## config.mk

```make
export PLATFORM = sky130hd
export DESIGN_NAME = subtractor_flat
export DESIGN_NICKNAME = d
export VERILOG_FILES = /design/src/rtl/subtractor_if.sv /design/src/rtl/subtractor.sv /design/src/flat_wrapper.sv
export SDC_FILE = /design/constraint.sdc
export NUM_CORES = 1
export LEC_CHECK = 0
export ABC_AREA = 0
export CAP_MARGIN = 15
export CORE_ASPECT_RATIO = 1.2
export CORE_UTILIZATION = 57
export DETAILED_ROUTE_END_ITERATION = 16
export HOLD_SLACK_MARGIN = 0.15
export PLACE_DENSITY = 0.86
export SLEW_MARGIN = 30
export SYNTH_ARGS = -nofsm -noshare
export SYNTH_HDL_FRONTEND = slang
export SYNTH_SLANG_ARGS = --single-unit
```

## constraint.sdc

```tcl
create_clock -name clk_i -period 4.9 [get_ports clk_i]
set_input_delay 0.98 -clock clk_i [delete_from_list [all_inputs] [get_ports clk_i]]
set_output_delay 0.98 -clock clk_i [all_outputs]
set_load 0.1 [all_outputs]
```

## src/rtl/subtractor_if.sv

```systemverilog
// rtl/subtractor_if.sv - operand-pair and result handshake bundle for subtractor.
interface subtractor_if #(parameter int width_p = 32);
  logic               valid_i;
  logic               ready_o;
  logic [width_p:0]   c_i;
  logic [width_p-1:0] a_i;
  logic               valid_o;
  logic               ready_i;
  logic [width_p-1:0] b_o;
  logic               err_o;

  modport slave (
    input  valid_i, c_i, a_i, ready_i,
    output ready_o, valid_o, b_o, err_o
  );

  modport master (
    output valid_i, c_i, a_i, ready_i,
    input  ready_o, valid_o, b_o, err_o
  );
endinterface

```

## src/rtl/subtractor.sv

```systemverilog
// rtl/subtractor.sv - two-stage valid/ready pipeline recovering b = c - a from a width_p+1-bit sum.
// Define SUBTRACTOR_DSP_EN to map the stage-2 subtraction onto a DSP48E1 instead of fabric.
module subtractor #(
  parameter int width_p = 32
) (
  input  logic         clk_i,
  input  logic         reset_i,
  subtractor_if.slave  bus
);
  localparam int dw_lp = width_p + 2;

  logic               v1, v2;
  logic               en1, en2;
  logic [width_p:0]   c1;
  logic [width_p-1:0] a1;
  logic [dw_lp-1:0]   d;
  logic [width_p-1:0] b2;
  logic               err2;

  // Each stage advances when it is empty or its consumer is taking its content.
  assign en2 = ~v2 | bus.ready_i;
  assign en1 = ~v1 | en2;

  assign bus.ready_o = en1;
  assign bus.valid_o = v2;
  assign bus.b_o     = b2;
  assign bus.err_o   = err2;

`ifdef SUBTRACTOR_DSP_EN
  logic [47:0] ab_w;
  logic [47:0] cc_w;
  logic [47:0] p_w;

  assign ab_w = 48'(a1);
  assign cc_w = 48'(c1);

  // OPMODE selects Z=C, Y=0, X=A:B; ALUMODE 0011 gives P = Z - X.
  DSP48E1 #(
    .USE_MULT      ("NONE"),
    .USE_SIMD      ("ONE48"),
    .USE_DPORT     ("FALSE"),
    .AREG          (0),
    .BREG          (0),
    .ACASCREG      (0),
    .BCASCREG      (0),
    .CREG          (0),
    .DREG          (0),
    .ADREG         (0),
    .MREG          (0),
    .PREG          (0),
    .ALUMODEREG    (0),
    .OPMODEREG     (0),
    .INMODEREG     (0),
    .CARRYINREG    (0),
    .CARRYINSELREG (0)
  ) dsp_i (
    .CLK           (clk_i),
    .A             (ab_w[47:18]),
    .B             (ab_w[17:0]),
    .C             (cc_w),
    .D             (25'd0),
    .OPMODE        (7'b0110011),
    .ALUMODE       (4'b0011),
    .INMODE        (5'b00000),
    .CARRYIN       (1'b0),
    .CARRYINSEL    (3'b000),
    .CEA1          (1'b0),
    .CEA2          (1'b0),
    .CEB1          (1'b0),
    .CEB2          (1'b0),
    .CEC           (1'b0),
    .CED           (1'b0),
    .CEAD          (1'b0),
    .CEM           (1'b0),
    .CEP           (1'b0),
    .CEALUMODE     (1'b0),
    .CECTRL        (1'b0),
    .CEINMODE      (1'b0),
    .CECARRYIN     (1'b0),
    .RSTA          (1'b0),
    .RSTB          (1'b0),
    .RSTC          (1'b0),
    .RSTD          (1'b0),
    .RSTM          (1'b0),
    .RSTP          (1'b0),
    .RSTALLCARRYIN (1'b0),
    .RSTALUMODE    (1'b0),
    .RSTCTRL       (1'b0),
    .RSTINMODE     (1'b0),
    .P             (p_w)
  );

  assign d = p_w[dw_lp-1:0];
`else
  assign d = {1'b0, c1} - {2'b00, a1};
`endif

  always_ff @(posedge clk_i or posedge reset_i) begin
    if (reset_i) begin
      v1   <= 1'b0;
      v2   <= 1'b0;
      c1   <= '0;
      a1   <= '0;
      b2   <= '0;
      err2 <= 1'b0;
    end else begin
      if (en1) begin
        v1 <= bus.valid_i;
        if (bus.valid_i) begin
          c1 <= bus.c_i;
          a1 <= bus.a_i;
        end
      end
      if (en2) begin
        v2 <= v1;
        if (v1) begin
          b2   <= d[width_p-1:0];
          // Any bit above width_p means the difference went negative or overflowed.
          err2 <= |d[dw_lp-1:width_p];
        end
      end
    end
  end
endmodule

```

## src/flat_wrapper.sv

```systemverilog
// flat-port wrapper written by rule: the top's interface ports become plain ports
module subtractor_flat 
#(
  parameter int width_p = 32
)
  (clk_i, reset_i, bus_valid_i, bus_c_i, bus_a_i, bus_ready_i, bus_ready_o, bus_valid_o, bus_b_o, bus_err_o);
  subtractor_if #(.width_p(width_p)) bus_i ();
  input  logic clk_i;
  input  logic reset_i;
  input wire logic [$bits(bus_i.valid_i)-1:0] bus_valid_i;
  input wire logic [$bits(bus_i.c_i)-1:0] bus_c_i;
  input wire logic [$bits(bus_i.a_i)-1:0] bus_a_i;
  input wire logic [$bits(bus_i.ready_i)-1:0] bus_ready_i;
  output wire logic [$bits(bus_i.ready_o)-1:0] bus_ready_o;
  output wire logic [$bits(bus_i.valid_o)-1:0] bus_valid_o;
  output wire logic [$bits(bus_i.b_o)-1:0] bus_b_o;
  output wire logic [$bits(bus_i.err_o)-1:0] bus_err_o;
  assign bus_i.valid_i = bus_valid_i;
  assign bus_i.c_i = bus_c_i;
  assign bus_i.a_i = bus_a_i;
  assign bus_i.ready_i = bus_ready_i;
  assign bus_ready_o = bus_i.ready_o;
  assign bus_valid_o = bus_i.valid_o;
  assign bus_b_o = bus_i.b_o;
  assign bus_err_o = bus_i.err_o;
  subtractor #(.width_p(width_p)) u_core (.clk_i(clk_i), .reset_i(reset_i), .bus(bus_i));
endmodule
```

### Word-level counts from Yosys, hierarchy flattened

Index checks and enable logic that the tools add are counted.
Widths: inputs -> output; s select.

| operators by class | value |
|---|---|
| add/sub/neg operators | 1 |
| bitwise logic cells | 4 |
| reduce and logical (&&, ||, !) cells | 3 |

Operators by type and width:

| cell | number |
|---|---|
| $sub 33x32->34 | 1 |
| $reduce_and 2->1 | 2 |
| $not 1->1 | 2 |
| $or 1x1->1 | 2 |
| $reduce_or 2->1 | 1 |

| storage, ports and cells | value |
|---|---|
| flip-flop bits (word level) | 100 |
| output and inout bits | 35 |

### Logic depth before layout (Yosys ltp)

| depth | value |
|---|---|
| word-level depth | 4 |
| depth in mapped cells | 11 |

### Worst setup path after synthesis

No wires, ideal clock.

| timing path | value |
|---|---|
| path kind | register to register |
| start | register u_core.v2 (netlist: u_core.bus.valid_o) |
| end | register u_core.a1[0] |
| library setup time | 0.125 ns |
| arrival | 3.295 ns |
| path slack | 1.480 ns |
| cell stages (with the launch flop) | 6 |
| clock period less this slack | 3.420 ns |
| cell sequence | dfrtp_1 nand3b_1 nand2_1 clkbuf_1 clkbuf_1 mux2_2 |

| between the ends | value |
|---|---|
| cells in the longest elaborated chain, start to end | 4 |

RTL lines:

| item | line | RTL |
|---|---|---|
| start: declaration | subtractor.sv:12 | `logic v1, v2;` |
| start signal: assignment | subtractor.sv:115 | `v2 <= v1;` |
| $not 1->1 | subtractor.sv:21 | `assign en2 = ~v2 \| bus.ready_i;` |
| $or 1x1->1 | subtractor.sv:21 |  |
| $or 1x1->1 | subtractor.sv:22 | `assign en1 = ~v1 \| en2;` |
| net bus_ready_o | flat_wrapper.sv:14 | `output wire logic [$bits(bus_i.ready_o)-1:0] bus_ready_o;` |
| $reduce_and 2->1 (no source line) | - |  |
| end signal: assignment | subtractor.sv:111 | `a1 <= bus.a_i;` |
| end: declaration | subtractor.sv:15 | `logic [width_p-1:0] a1;` |

The timed path passes the listed nets, and every way through them passes these cells.
A chain may end at the register's enable or synchronous reset.

### Final worst setup path

| timing path | value |
|---|---|
| start | register u_core.c1[0] |
| end | register u_core.b2[30] (netlist: u_core.bus.b_o[30]) |

| between the ends | value |
|---|---|
| cells in the longest elaborated chain, start to end | 1 |

RTL lines:

| item | line | RTL |
|---|---|---|
| start: declaration | subtractor.sv:14 | `logic [width_p:0] c1;` |
| start signal: assignment | subtractor.sv:110 | `c1 <= bus.c_i;` |
| $sub 33x32->34 | subtractor.sv:95 | `assign d = {1'b0, c1} - {2'b00, a1};` |
| end signal: assignment | subtractor.sv:117 | `b2 <= d[width_p-1:0];` |
| end: declaration | subtractor.sv:17 | `logic [width_p-1:0] b2;` |

Every way passes these cells.

==> impl_results.md <==
- Global-route wire length before repair: 21500 um
- Core area: 0.00956 mm2
- Area contributors post-synth: dfrtp_1, mux2_2, ha_1
- Main synth FF type: dfrtp_1
- Filler cells: 686
- Syn. warnings: 0
- Worst slew margin: 31.1%
- Minimum clock period: 3.09 ns
- Die Wd: 92.9 um
- Worst-path clk slew: 0.07 ns
- Initial antenna violation count: 0
- Starting DRT DRC Count: 251
- Vias per cell: 5.95
- Fin Setup TNS: 0 ns
- Status: finished clean
- Tot Pwr: 0.00431 W
- Startpoint types: flip-flop
- Power Density: 607 mW/mm2
- Critical Path Sink: u_core.bus.b_o[30]
- Clock root buffer: clkbuf_16
- Worst slew pin tran: 1.03 ns
- Area leader, netlist: dfrtp_1
- Remaining antenna violation count: 0
- Worst Path Arrival: 3.29 ns
- Via count: 4570
- CP Max Fanout: 5
- Final period util: 63.0%
- HPWL Detailed: 8810 um
- CTS tree: built
- Final Instance Area: 0.00710 mm2
- Largest net degree at the start of global routing: 71
- RR Endpoint: u_core.bus.b_o[30]
- PostCTS Resize Cnt: 0
- Hold_buf cts: 0
- Worst min-delay path class: flip-flop to flip-flop
- Worst EP required: 5.11 ns
- Reg2Reg Launch Point: u_core.c1[0]
- Worst-skew pair later-pin latency: 0.35 ns
- Final nets: 742
- Worst Setup Path Type: flip-flop to flip-flop
- Die ar.: 0.0103 mm2
- Clk buf depth: 2
- Peak Freq: 0.324 GHz
- Post-Syn Area: 0.00565 mm2
- TritonCTS Sinks: 100
- Syn_nets: 650
- Yosys cell types: 62
- TritonCTS Buffers: 9
- Seq/Total Area, Yosys: 44.3%
- Register-to-Register Path Depth: 11
- Number of enable flip-flop cells after synthesis: 0
- Max Clock Skew: 0.00574 ns
- Critical Path End Type: flip-flop
- I/O Pins: 104
- Count of final setup violators: 0
- Area share of the largest cell type after synthesis: 44.3%
- Final GP Congestion: 0.860
- Rows: 39
- Leak: 3.15 nW
- Initial DRT Pass Iterations: 5
- Post-placement cell area: 0.00671 mm2
- Setup bufs post-CTS: 0
- Post-synthesis register bit count: 100
- Max Cap Viol: 0
- DRT Wirelength: 12700 um
- Final hold vios: 0
- Area Overhead vs Synth: 25.7%
- CP startpoint: u_core.c1[0]
- Final slew viol count: 0
- DR DRC count: 0
- Inserted Diodes: 0
- GRT overflow: 0
- Routed len/inst: 16.6 um
- Cells after synthesis: 548
- Layout cells sized above 1: 15.7%
- Syn Area/Cell: 10.3 um2
- Initial core utilization: 59.1%
- Port bufs: 103
- Vias in the first global route: 4596
- H-tree depth: 3
- Worst IR Drop VDD: 0.000324 V
- Ys async rst share: 100%
- Setup repair after global routing missed its margin: false
- R2R Setup Slk: 1.81 ns
- Die H: 111 um
- All-Layer GR Usage: 26.2%
[cells in the final DEF (no fill, tap or decap), drive strengths merged, types with 3 or more instances in the layout]
cell type / Yosys / final
ha: 32 / 32
a21oi: 42 / 42
nand2: 53 / 53
xor2: 9 / 9
mux2: 65 / 65
bufinv: 0 / 5
dfrtp: 100 / 100
nand4: 10 / 10
xnor2: 8 / 8
a31oi: 9 / 9
nand3: 13 / 13
nor2b: 3 / 3
clkdlybuf4s50: 0 / 102
nor2: 15 / 15
nor3: 7 / 7
nand2b: 8 / 8
a21o: 14 / 14
and2: 5 / 5
a31o: 3 / 3
inv: 39 / 39
and3: 6 / 6
buf: 7 / 3
o211ai: 5 / 5
o21a: 4 / 4
clkbuf: 17 / 9
o2111ai: 6 / 6
o31ai: 4 / 4
o21ai: 38 / 38
[sequential cells by signal, indices dropped and copies added, names as in the netlist]
register	flops
u_core.c1	33
u_core.a1	32
u_core.bus.b_o	32
u_core.bus.err_o	1
u_core.bus.valid_o	1
u_core.v1	1
[metal layers]
metal  vias up  GRT usage (%)  share of wire, %
li1       2143              -                 -
met1      2173           33.5                41
met2       209           43.0                50
met3        45           4.12               5.8
met4         0           12.6               3.4
met5         -              0                 0
[power breakdown]
part	total (W)	leakage [nW]	internal [W]	switching, W
clock network	0.000910	0.186	0.000601	0.000309
logic	0.00223	1.78	0.000656	0.00158
registers	0.00117	1.18	0.00103	0.000134
total	0.00431	3.15	0.00229	0.00202
[area by class of cell]
cell class                      count  area [um2]  share of cell area, %
Clock buffer                        9         225                   3.17
Multi-Input combinational cell    385        2870                   40.4
Clock inverter                      7         163                   2.29
Tap cell                          123         154                   2.17
Timing Repair Buffer              105        1040                   14.7
Sequential cell                   100        2500                   35.2
Inverter                           39         149                   2.10
[synthesized netlist by cell type, types with 3 or more instances]
master / number
clkbuf_8: 4
xor2_1: 9
nor3_1: 7
a21oi_1: 40
a31oi_1: 9
xnor2_1: 8
mux2_2: 65
and3_1: 5
ha_1: 32
and2_1: 3
a21o_1: 13
o211ai_1: 4
nand3_1: 13
o2111ai_1: 5
dfrtp_1: 100
o21a_1: 4
nor2b_1: 3
inv_1: 39
nand2_1: 53
o21ai_0: 36
nor2_1: 15
clkbuf_1: 13
nand2b_1: 8
nand4_1: 9
o31ai_1: 4
[worst min path at each step]
stage	startpoint	to	slack [ns]	cells past startpoint
floorplan	u_core.v1	u_core.bus.valid_o	0.47	1
global placement	u_core.bus.b_o[15]	u_core.bus.b_o[15]	0.46	2
detailed placement	u_core.bus.b_o[24]	u_core.bus.b_o[24]	0.47	2
CTS	u_core.bus.b_o[24]	u_core.bus.b_o[24]	0.48	2
global route	u_core.a1[11]	u_core.a1[11]	0.51	1
finish	u_core.bus.b_o[24]	u_core.bus.b_o[24]	0.48	2
[metrics by stage]
stage	setup WS, ns	hold slack, ns	cells	utilization (%)
global route	1.71	0.512	768	74.3
finish	1.81	0.477	768	74.3
CTS	1.93	0.483	768	74.2
floorplan	1.30	0.472	548	-
detailed placement	1.82	0.467	752	70.2
global placement	1.88	0.462	752	70.2
[worst max-delay path, cell delays in order, from the launching register on]
cell	delay [ns]
dfrtp_1	0.35
inv_1	0.06
ha_1	0.21
fa_1	0.40
nor2b_1	0.19
o2111ai_1	0.19
a31oi_1	0.42
a21oi_1	0.25
a21oi_1	0.31
o21ai_0	0.26
nand4_1	0.18
o211ai_1	0.12
[cell families after synthesis]
logic type | Yosys count | synth area share [%]
buffers and inverters | 63 | 5.20
DFF | 100 | 44.3
and+or+nand+nor | 129 | 11.2
xor gates and xnor gates | 17 | 2.63
AOI/OAI and AO/OA | 140 | 16.1
adders and majority gates | 33 | 7.44
muxes | 66 | 13.1
(Power assumes the default switching activity.)
